## src/rtl/ser_deser_pkg.sv

```systemverilog
// Shared types and defaults for the serial-to-parallel deserializer.
package ser_deser_pkg;

  typedef enum logic {IDLE, COLLECT} state_t;

  localparam int DEF_WIDTH    = 8;
  localparam int DEF_MIN_BITS = 3;

  // The count must be able to hold WIDTH itself, hence the extra bit.
  function automatic int mod_w(input int width);
    return $clog2(width) + 1;
  endfunction

  localparam int DEF_MOD_W = mod_w(DEF_WIDTH);

  typedef struct packed {
    logic [DEF_WIDTH-1:0] data;
    logic [DEF_MOD_W-1:0] mod;
  } word_t;

endpackage

```

## src/rtl/ser_deser_out_buf.sv

```systemverilog
// Output buffer with valid/ready handshake and overflow flag.
// SER_DESERIALIZER_SKID_EN selects a 2-entry FIFO instead of a single register.
module ser_deser_out_buf
  import ser_deser_pkg::*;
#(
  parameter type entry_t = word_t
) (
  input  logic   clk,
  input  logic   srst,
  input  logic   push,
  input  entry_t entry,
  output entry_t head,
  output logic   val,
  input  logic   ready,
  output logic   overflow
);

`ifdef SER_DESERIALIZER_SKID_EN
  entry_t     tail;
  logic [1:0] count;
  logic       pop;
  logic       full;
  logic       load;

  assign val  = (count != 2'd0);
  assign pop  = val && ready;
  assign full = (count == 2'd2) && !pop;
  assign load = push && !full;

  always_ff @(posedge clk) begin
    if (srst) begin
      // NOTE: both entries are cleared on reset so the held output is 0 afterwards.
      head     <= '0;
      tail     <= '0;
      count    <= 2'd0;
      overflow <= 1'b0;
    end else begin
      overflow <= push && full;
      case ({load, pop})
        2'b10: begin
          if (count == 2'd0) head <= entry;
          else               tail <= entry;
          count <= count + 2'd1;
        end
        2'b01: begin
          // A lone entry stays on the bus after it drains.
          if (count == 2'd2) head <= tail;
          count <= count - 2'd1;
        end
        2'b11: begin
          if (count == 2'd2) begin
            head <= tail;
            tail <= entry;
          end else begin
            head <= entry;
          end
        end
        default: ;
      endcase
    end
  end
`else
  logic full;

  assign full = val && !ready;

  always_ff @(posedge clk) begin
    if (srst) begin
      // NOTE: the single entry is cleared on reset so the held output is 0 afterwards.
      head     <= '0;
      val      <= 1'b0;
      overflow <= 1'b0;
    end else begin
      overflow <= push && full;
      if (push && !full) begin
        head <= entry;
        val  <= 1'b1;
      end else if (ready) begin
        val <= 1'b0;
      end
    end
  end
`endif

endmodule

```

## src/rtl/ser_deserializer.sv

```systemverilog
// Rebuilds MSB-first serial bursts into left-aligned parallel words plus a bit count.
// SER_DESERIALIZER_SKID_EN deepens the output buffer to two entries.
module ser_deserializer
  import ser_deser_pkg::*;
#(
  parameter int WIDTH    = DEF_WIDTH,
  parameter int MIN_BITS = DEF_MIN_BITS,
  parameter int MOD_W    = mod_w(WIDTH)
) (
  input  logic             clk_i,
  input  logic             srst_i,
  input  logic             ser_data_i,
  input  logic             ser_data_val_i,
  output logic [WIDTH-1:0] deser_data_o,
  output logic [MOD_W-1:0] deser_data_mod_o,
  output logic             deser_data_val_o,
  input  logic             deser_ready_i,
  output logic             short_err_o,
  output logic             overflow_o
);

  typedef struct packed {
    logic [WIDTH-1:0] data;
    logic [MOD_W-1:0] mod;
  } entry_t;

  state_t           state;
  logic [MOD_W-1:0] cnt;
  logic [WIDTH-1:0] shreg;
  logic [WIDTH-1:0] bit_mask;
  logic             last_bit;
  logic             close_partial;
  logic             push;
  entry_t           entry;
  entry_t           head;

  // One-hot slot for the bit arriving this cycle: bit k lands at WIDTH-1-k.
  assign bit_mask      = {1'b1, {(WIDTH-1){1'b0}}} >> cnt;
  assign last_bit      = (state == COLLECT) && ser_data_val_i && (cnt == MOD_W'(WIDTH-1));
  assign close_partial = (state == COLLECT) && !ser_data_val_i;

  always_comb begin
    // NOTE: every output of this block gets a default first, so no latch is inferred.
    entry.data = shreg;
    entry.mod  = cnt;
    push       = 1'b0;
    if (last_bit) begin
      entry.data = shreg | ({WIDTH{ser_data_i}} & bit_mask);
      entry.mod  = MOD_W'(WIDTH);
      push       = !srst_i;
    end else if (close_partial && (cnt >= MOD_W'(MIN_BITS))) begin
      push = !srst_i;
    end
  end

  always_ff @(posedge clk_i) begin
    if (srst_i) begin
      // NOTE: non-blocking assignments so every register sees pre-edge values.
      state       <= IDLE;
      cnt         <= '0;
      shreg       <= '0;
      short_err_o <= 1'b0;
    end else begin
      short_err_o <= 1'b0;
      case (state)
        IDLE: begin
          if (ser_data_val_i) begin
            shreg <= {ser_data_i, {(WIDTH-1){1'b0}}};
            cnt   <= MOD_W'(1);
            state <= COLLECT;
          end
        end
        COLLECT: begin
          if (ser_data_val_i) begin
            if (last_bit) begin
              cnt   <= '0;
              state <= IDLE;
            end else begin
              shreg <= shreg | ({WIDTH{ser_data_i}} & bit_mask);
              cnt   <= cnt + MOD_W'(1);
            end
          end else begin
            cnt         <= '0;
            state       <= IDLE;
            short_err_o <= (cnt < MOD_W'(MIN_BITS));
          end
        end
        default: state <= IDLE;
      endcase
    end
  end

  ser_deser_out_buf #(
    .entry_t (entry_t)
  ) u_out_buf (
    .clk      (clk_i),
    .srst     (srst_i),
    .push     (push),
    .entry    (entry),
    .head     (head),
    .val      (deser_data_val_o),
    .ready    (deser_ready_i),
    .overflow (overflow_o)
  );

  assign deser_data_o     = head.data;
  assign deser_data_mod_o = head.mod;

endmodule

```

## config.mk

```make
export PLATFORM = sky130hd
export DESIGN_NAME = ser_deserializer
export DESIGN_NICKNAME = d
export VERILOG_FILES = /design/src/rtl/ser_deser_pkg.sv /design/src/rtl/ser_deser_out_buf.sv /design/src/rtl/ser_deserializer.sv
export SDC_FILE = /design/constraint.sdc
export NUM_CORES = 1
export LEC_CHECK = 0
export ABC_AREA = 1
export ABC_CLOCK_PERIOD_IN_PS = 1400
export CAP_MARGIN = 20
export CORE_ASPECT_RATIO = 0.5
export CORE_MARGIN = 10
export CORE_UTILIZATION = 45
export DETAILED_ROUTE_END_ITERATION = 8
export MAX_ROUTING_LAYER = met4
export PLACE_DENSITY = 0.7
export SLEW_MARGIN = 20
export SYNTH_ARGS = -nofsm -noshare
export SYNTH_HDL_FRONTEND = slang
export SYNTH_SLANG_ARGS = --single-unit
export TNS_END_PERCENT = 100
```

## constraint.sdc

```tcl
create_clock -name clk_i -period 1.4 [get_ports clk_i]
set_input_delay 0.14 -clock clk_i [delete_from_list [all_inputs] [get_ports clk_i]]
set_output_delay 0.14 -clock clk_i [all_outputs]
set_load 0.03 [all_outputs]
```

# Yosys cells after proc, flatten, opt, wreduce, memory -nomap -nowiden
# Cells that the tools add are included.
word_totals:
  word_cells: 50
  out_inout_bits: 15
  ff_bits: 28
  ramBits: 0
  memories: 0
  latch_bits: 0
  romBits: 0
  input_bits: 5
op_classes:
  bitwise: 3
  n_mux: 17
  n_eq_ne: 4
  mul: 0
  n_addsub: 1
  n_shift: 1
  order_cmp: 2
  n_div: 0
  reduce_logical: 14
ops:
  columns: ["op", "n"]
  rows:
  - ["2-to-1 mux 8 bit", 3]
  - ["case mux 8 bit (2 select lines)", 1]
  - ["2-to-1 mux 12 bit", 1]
  - ["2-to-1 mux 4 bit", 3]
  - ["AND 8 bit", 1]
  - ["bitwise OR 8 bit", 1]
  - ["case mux 4 bit (2 select lines)", 1]
  - ["right shift 8 x 4 -> 8 bit, first input constant", 1]
  - ["logical AND 1 bit", 7]
  - ["2-to-1 mux 1 bit", 7]
  - ["inequality test 2 bit, second input constant", 3]
  - ["adder 4 x 1 -> 4 bit, second input constant", 1]
  - ["== test 4 x 3 -> 1 bit, second input constant", 1]
  - [">= comparator 4 x 2 -> 1 bit, second input constant", 1]
  - ["zero test 1 bit", 4]
  - ["less-than comparator 4 x 2 -> 1 bit, second input constant", 1]
  - ["AND reduction 3 bit", 1]
  - ["OR reduction 3 bit", 1]
  - ["case mux 1 bit (2 select lines)", 1]
  - ["nonzero test 2 bit", 1]
  - ["inverter 1 bit", 1]

# Depth between registers and ports, before layout
# Gate-level depths: netlist (run 1).
logic_depth:
  depth_word: 7
  depth_mapped: 10
  depth_no_buf: 9

# By module
# Synthesis (run 1) repeated with hierarchy kept, for this count alone.
unflattened:
  cells_unflattened: 202
  area_unflattened_um2: 1501.4
by_module_without_submodules:
  columns: ["mod", "area_each_um2", "seq_area_each_um2", "n_inst", "cells_per_inst"]
  rows:
  - ["ser_deserializer", 815.8, 280.3, 1, 116]
  - ["ser_deser_out_buf", 685.7, 280.3, 1, 86]

# Least setup slack after synthesis (run 1)
# Ideal clock, no wire load.
synth_timing:
  path_type: "reg2reg"
  start: "register cnt[1]"
  end: "register, netlist name u_out_buf.head[0]"
  t_required_ns: 1.287
  period_less_slack_ns: 1.440
  path_buffers: 0
  t_arrival_ns: 1.327
  path_slack_ns: -0.040
  stages_incl_launch_ff: 9
  cell_sequence: "dfxtp_1 ha_1 nand3_4 nor2_8 nand2_4 nand2_8 nand2_4 nor2_1 nor2_1"
synth_between:
  elab_chain_len: 5
  elab_cells_between_ends: 8
synth_lines:
  columns: ["element", "line", "text"]
  rows:
  - ["from (decl)", "ser_deserializer.sv:28", "logic [MOD_W-1:0] cnt;"]
  - ["from (signal assigned)", "ser_deserializer.sv:80", "cnt <= cnt + MOD_W'(1);"]
  - [">= comparator 4 x 2 -> 1 bit", "ser_deserializer.sv:51", "end else if (close_partial && (cnt >= MOD_W'(MIN_BITS))) begin"]
  - ["logical AND 1 bit", "ser_deserializer.sv:51", null]
  - ["2-to-1 mux 1 bit", "ser_deserializer.sv:51", null]
  - ["2-to-1 mux 1 bit", "ser_deserializer.sv:47", "if (last_bit) begin"]
  - ["logical AND 1 bit", "ser_deser_out_buf.sv:75", "if (push && !full) begin"]
# Parallel ways exist; a longest one is shown, timed or not.
# A chain may end at the register's enable or synchronous reset.

# Worst setup path after layout (run 1)
layout_timing:
  start: "register cnt[0]"
  end: "register, netlist name u_out_buf.head[7]"
layout_between:
  elab_chain_len: 5
  elab_cells_between_ends: 11
layout_lines:
  columns: ["element", "line"]
  rows:
  - [">= comparator 4 x 2 -> 1 bit", "ser_deserializer.sv:51"]
  - ["logical AND 1 bit", "ser_deserializer.sv:51"]
  - ["2-to-1 mux 1 bit", "ser_deserializer.sv:51"]
  - ["2-to-1 mux 1 bit", "ser_deserializer.sv:47"]
  - ["logical AND 1 bit", "ser_deser_out_buf.sv:75"]
# Parallel ways exist; a longest one is shown, timed or not.

==> impl_metrics.csv, run 1 <==
group,metric,value,unit
outcome,outcome,"finished clean",
sta,drv_slew,0,
placement,hpwl,2440,um
sta,hold_violations,0,
sta,setup_tns,0,ns
worst_setup_path,cp_data_required_time,1.58,ns
clock_network,clock_path_buffers,2,
floorplan,start_util,0.472,
grt,overflow,0,
power,p_per_area,859,mW/mm2
worst_setup_path,path_class,"reg2reg",
power,seq_power_share,0.521,
worst_setup_path,cp-end-kind,"flop",
grt,grt_pass1_wl,5310,um
run,maxCapViolCount,0,
power,p_leak,0.892,nW
finish,final_core_util,0.597,
sta,period_share,0.925,
route,ant_nets,0,
finish,multiInputGateArea,744,um2
clock_network,cts_max_level,1,
finish,final_cell_count_no_fill,258,
finish,ff_latch_area,568,um2
power,p_comb_frac,0.070,
sta,skew,0.00388,ns
clock_network,cts.sinks,28,
power,p_sw,0.323,mW
route,drc,0,
synthesis,synth-compound-area-share,0.128,
synthesis,synthMuxAreaShare,0,
finish,nFillCells,283,
sta,finalWorstSetupSlack,0.105,ns
worst_setup_path,cp_max_fo,4,
power,peakVddDrop,0.422,mV
placement,placed_cell_area,0.00173,mm2
route,wl_per_cell,12.3,um
power,clock_power_share,0.409,
sta,grt_setup_unrepaired,"no",
sta,worst_pin_slew,0.335,ns
floorplan,die_w,99.8,um
synthesis,synth_top_family_by_area,"simple AND/OR/NAND/NOR gates",
finish,diodes,0,
synthesis,synth_fa_ha_area_frac,0.0524,
placement,dp_cells,254,
placement,port_buffers,19,
power,intPower,1.23,mW
route,viasPerCell,4.71,
synthesis,avgSynthCellArea,7.65,um2
power,swShare,0.208,
synthesis,synth_area,0.00143,mm2
grt,antenna_found_initial,0,
floorplan,row_count,14,
route,drtIter0Drc,56,
placement,dpl_worst_slack,-0.124,ns
floorplan,io_pins,20,
clock_network,cts-root-buf,"clkbuf_8",
synthesis,synth_xor_area_frac,0,
grt,grt_usage,0.112,
finish,design_area,0.00181,mm2
finish,drive_gt1_frac,0.206,
synthesis,synth_seq_cells,28,
route,routed_wl,3180,um
synthesis,yosysUniqueCellTypes,27,
worst_hold_path,hold_path.class,"reg2reg",
finish,syn_to_final_growth,26.4,%
synthesis,syn_nets,198,
clock_network,cts_setup_buffers,0,
clock_network,cts_tree,"done",
sta,slew_headroom,0.778,
sta,setup_violations,0,
floorplan,core-area,0.00303,mm2
sta,fmax,772,MHz
synthesis,yosysSeqAreaShare,0.392,
clock_network,ctsHoldBuffers,0,
grt,grt_pass1_vias,1139,
sta,min_period,1.29,ns
route,vias,1215,
placement,gp_congestion,0.872,
worst_setup_path,cp.arrival,1.47,ns
clock_network,clk_latency,0.27,ns
clock_network,cts_buffers,3,
synthesis,synth_simple_gate_area_share,0.327,
worst_setup_path,startpoint_type,"flop",
synthesis,syn_inst,187,
floorplan,die_h,59.9,um
floorplan,die_area,0.00597,mm2
route,firstDrtPassIters,4,
clock_network,cts.clk_slew.worst_paths,0.10,ns
finish,fin_nets,230,
synthesis,yosysWarningCount,0,
grt,grt_max_degree,17,
[critical path, cell delays in order (launching register included)]
cell      delay (ns)
dfxtp_2         0.36
buf_4           0.13
inv_2           0.05
ha_1            0.18
nand2_1         0.10
nor2_2          0.05
nand2_1         0.06
nand2_1         0.06
o21bai_1        0.15
nor2_1          0.05
[cells in the mapped netlist]
cell type  instances  area (um2)
nand2_1           37         139
dfxtp_1           28         561
a21oi_1           24         120
nor2_1            23        86.3
inv_1             21        78.8
nand3_1            8        40.0
ha_1               6        75.1
nand2_4            6        67.6
o21bai_1           5        37.5
nand4_1            4        25.0
buf_2              3        15.0
nor2_2             3        18.8
buf_6              2        22.5
inv_4              2        12.5
nor3_1             2        10.0
o21ai_0            2        10.0
a21oi_2            1        8.76
buf_4              1        7.51
clkinv_1           1        3.75
inv_2              1        3.75
nand2_2            1        6.26
nand2_8            1        20.0
nand3_2            1        10.0
nand3_4            1        17.5
nand3b_1           1        7.51
nor2_8             1        20.0
o211ai_1           1        7.51
[layer usage]
metal / global-route usage / vias to the layer above / part of all wire
li1: - / 655 / -
met1: 0.143 / 527 / 0.50
met2: 0.161 / 29 / 0.42
met3: 0.0345 / 4 / 0.065
met4: 0.0426 / 0 / 0.011
met5: - / - / 0
[through the flow]
stage | total power, mW | hold WS (ns)
2_1_floorplan | 0.892 | 0.219
3_3_place_gp | 0.935 | 0.446
3_5_place_dp | 0.936 | 0.452
4_1_cts | 1.57 | 0.466
5_1_grt | 1.61 | 0.487
6_report | 1.55 | 0.466
[placed cells by master, fill, tap and decap left out]
cell type and count:
a21oi_1 24, a21oi_2 1, buf_4 14, bufinv_16 1, clkbuf_8 3, clkdlybuf4s50_1 4
clkinv_1 1, dfxtp_1 24, dfxtp_2 3, dfxtp_4 1, dlygate4sd2_1 15, ha_1 5
ha_4 1, inv_1 19, inv_2 3, inv_4 2, nand2_1 36, nand2_2 2
nand2_4 6, nand2_8 1, nand3_1 8, nand3_2 1, nand3_4 1, nand3b_1 1
nand4_1 4, nor2_1 22, nor2_2 4, nor2_8 1, nor3_1 2, o211ai_1 1
o21ai_0 2, o21bai_1 5
[what timing repair did]
item                                    CTS  global route
endpoints found under the hold margin     0             0
pin swaps                                 0             1
resized for setup                        17             8
endpoints found under the setup margin   20            11
[registers in the layout (all words and copies together), names as in the netlist]
signal,cells
u_out_buf.head,12
shreg,8
cnt,4
short_err_o,1
state,1
u_out_buf.overflow,1
u_out_buf.val,1
[final timing paths]
kind / cells past startpoint / start / end / slack [ns]
worst max-delay path: 9 / cnt[0] / u_out_buf.head[7] / 0.11
worst min-delay path: 2 / shreg[0] / shreg[0] / 0.47
worst max register to register: 9 / cnt[0] / u_out_buf.head[7] / 0.11
worst min register to register: 2 / shreg[0] / shreg[0] / 0.47
[cell families after synthesis]
logic type | count (synthesis)
fa+ha+maj | 6
simple gates | 89
compound gates | 33
buf+inv | 31
flops | 28
[layout make-up]
cell class | count | area share
Multi-Input combinational cell | 128 | 0.411
Clock buffer | 3 | 0.0228
Clock inverter | 1 | 0.0166
Inverter | 25 | 0.0546
Timing Repair Buffer | 33 | 0.153
Sequential cell | 28 | 0.314
Tap cell | 40 | 0.0277
[power by group through the flow]
stage	Clock [mW]	Combinational, mW	Sequential [mW]
floorplan	0	0.0611	0.831
global placement	0	0.107	0.828
CTS	0.655	0.108	0.811
detailed placement	0	0.108	0.828
global route	0.679	0.121	0.811
finish	0.635	0.110	0.809
No activity file was read; power rests on OpenSTA's default activity.
==> run 2, diff against run 1 <==
--- a/config.mk
+++ b/config.mk
@@ -14,6 +14,7 @@
 export DETAILED_ROUTE_END_ITERATION = 8
 export MAX_ROUTING_LAYER = met4
 export PLACE_DENSITY = 0.7
+export SETUP_SLACK_MARGIN = 0.4
 export SLEW_MARGIN = 20
 export SYNTH_ARGS = -nofsm -noshare
 export SYNTH_HDL_FRONTEND = slang
==> impl_metrics.csv, run 2 (synthesized netlist as in run 1, its figures left out) <==
group,metric,value,unit
finish,syn_to_final_growth,33.2,%
sta,grt_setup_unrepaired,"yes",
finish,reg_top3,"u_out_buf.head x12, shreg x8, cnt x4",
power,peakVddDrop,0.568,mV
floorplan,die_w,99.8,um
floorplan,start_util,0.472,
clock_network,cts.sinks,28,
grt,grt_pass1_vias,1141,
floorplan,io_pins,20,
worst_hold_path,min-delay-start,"ser_data_val_i",
worst_setup_path,path_cells,"ha_4 > inv_2 > nand2_2 > nand2_4 > nand2_8 > buf_4 > a21oi_1 > nor2_1",
sta,fmax,755,MHz
clock_network,ctsHoldBuffers,0,
worst_setup_path,startpoint_type,"flop",
run,maxCapViolCount,0,
route,vias,1297,
finish,largest_reg_flops,12,
sta,hold_slack,0.313,ns
finish,fin_nets,241,
clock_network,clock_path_buffers,2,
sta,setup_violations,0,
grt,grt_usage,0.114,
sta,slew_headroom,0.829,
sta,worst_pin_slew,0.255,ns
worst_setup_path,cp_max_fo,8,
placement,placed_cell_area,0.00174,mm2
route,ant_nets,0,
sta,drv_slew,0,
placement,dp_cells,252,
route,viasPerCell,4.82,
finish,mostFrequentLayoutCells,"nand2_1 (35), dfxtp_1 (23), buf_4 (22)",
power,p_leak,0.911,nW
floorplan,die_h,59.9,um
sta,min_period,1.32,ns
worst_setup_path,critPathSlowestCell,"dfxtp_4",
worst_setup_path,rr_startpoint,"cnt[1]",
power,p_per_area,784,mW/mm2
grt,grt_pass1_wl,5440,um
route,wl_per_cell,12.9,um
finish,design_area,0.00191,mm2
worst_setup_path,r2r-end,"u_out_buf.head[3]",
floorplan,core-area,0.00303,mm2
worst_setup_path,cp-end-kind,"flop",
outcome,outcome,"finished clean",
route,routed_wl,3480,um
finish,layout_commonest_cell,"nand2_1",
finish,final_cell_count_no_fill,269,
placement,gp_congestion,0.819,
grt,overflow,0,
clock_network,cts-root-buf,"clkbuf_8",
finish,diodes,0,
clock_network,cts_max_level,1,
finish,largest_register,"u_out_buf.head",
worst_setup_path,reg2reg_slack,0.08,ns
floorplan,die_area,0.00597,mm2
route,firstDrtPassIters,4,
finish,drive_gt1_frac,0.358,
worst_setup_path,critical_path.top_delay_family,"flip-flops",
sta,period_share,0.946,
grt,antenna_found_initial,0,
clock_network,cts_buffers,3,
worst_setup_path,cp_data_required_time,1.58,ns
route,drc,0,
clock_network,clk_latency,0.28,ns
worst_setup_path,slowest_delay,0.38,ns
finish,final_core_util,0.629,
worst_hold_path,hold_path.class,"in2reg",
sta,skew,0.00460,ns
worst_setup_path,path_class,"reg2reg",
worst_hold_path,min_path_cells,2,
route,drtIter0Drc,86,
placement,port_buffers,19,
clock_network,cts.clk_slew.worst_paths,0.10,ns
sta,hold_violations,0,
clock_network,cts_tree,"done",
worst_setup_path,cp.arrival,1.51,ns
floorplan,row_count,14,
placement,hpwl,2440,um
sta,setup_tns,0,ns
worst_hold_path,whs_endpoint,"short_err_o",
worst_setup_path,critPathBufInv,2,
grt,grt_max_degree,17,
worst_setup_path,r2r_cells,8,
-- run 2: area by class of cell --
cell class / instances / area, um2
Timing Repair Buffer: 44 / 328
Inverter: 25 / 103
Fill cell: 268 / 1120
Sequential cell: 28 / 579
Clock buffer: 4 / 66.3
Tap cell: 40 / 50.0
Multi-Input combinational cell: 128 / 781
-- run 2: stage by stage --
step | setup slack (ns) | power, mW
floorplan | 0.102 | 0.893
global placement | -0.118 | 0.933
detailed placement | -0.150 | 0.934
CTS | 0.106 | 1.50
global route | 0.0125 | 1.56
finish | 0.0755 | 1.50
-- run 2: worst reg2reg max path, cell delays in order, from the launching register on --
cell and delay (ns):
dfxtp_4 0.38, ha_4 0.19, inv_2 0.07, nand2_2 0.07, nand2_4 0.12, nand2_8 0.08, buf_4 0.15, a21oi_1 0.13
nor2_1 0.05
-- run 2: how the worst max path moves through the flow --
stage / start / endpoint / slack [ns] / cells past startpoint
2_1_floorplan: cnt[1] / u_out_buf.head[0] / 0.10 / 8
3_3_place_gp: ser_data_val_i / u_out_buf.head[7] / -0.12 / 8
3_5_place_dp: ser_data_val_i / u_out_buf.head[7] / -0.15 / 8
4_1_cts: cnt[0] / u_out_buf.head[2] / 0.11 / 8
5_1_grt: cnt[0] / u_out_buf.head[2] / 0.01 / 8
6_report: cnt[1] / u_out_buf.head[3] / 0.08 / 8
-- run 2: power by group --
part           leakage [nW]  switching, mW  internal (mW)
clock                0.0339          0.260          0.312
sequential            0.230        0.00783          0.798
combinational         0.647         0.0692         0.0490
total                 0.911          0.337           1.16
-- run 2: layer usage --
layer,vias to the layer above,global-route usage,wire length [um]
li1,679,-,-
met1,583,0.146,1710
met2,29,0.172,1490
met3,6,0.0380,238
met4,0,0.0183,44
met5,-,-,0
-- run 2: what timing repair did --
action / 4_1_cts / 5_1_grt
gates resized for setup: 81 / 24
pin swaps: 13 / 9
setup buffers: 6 / 7
gates cloned: 0 / 0
endpoints found under the setup margin: 42 / 32
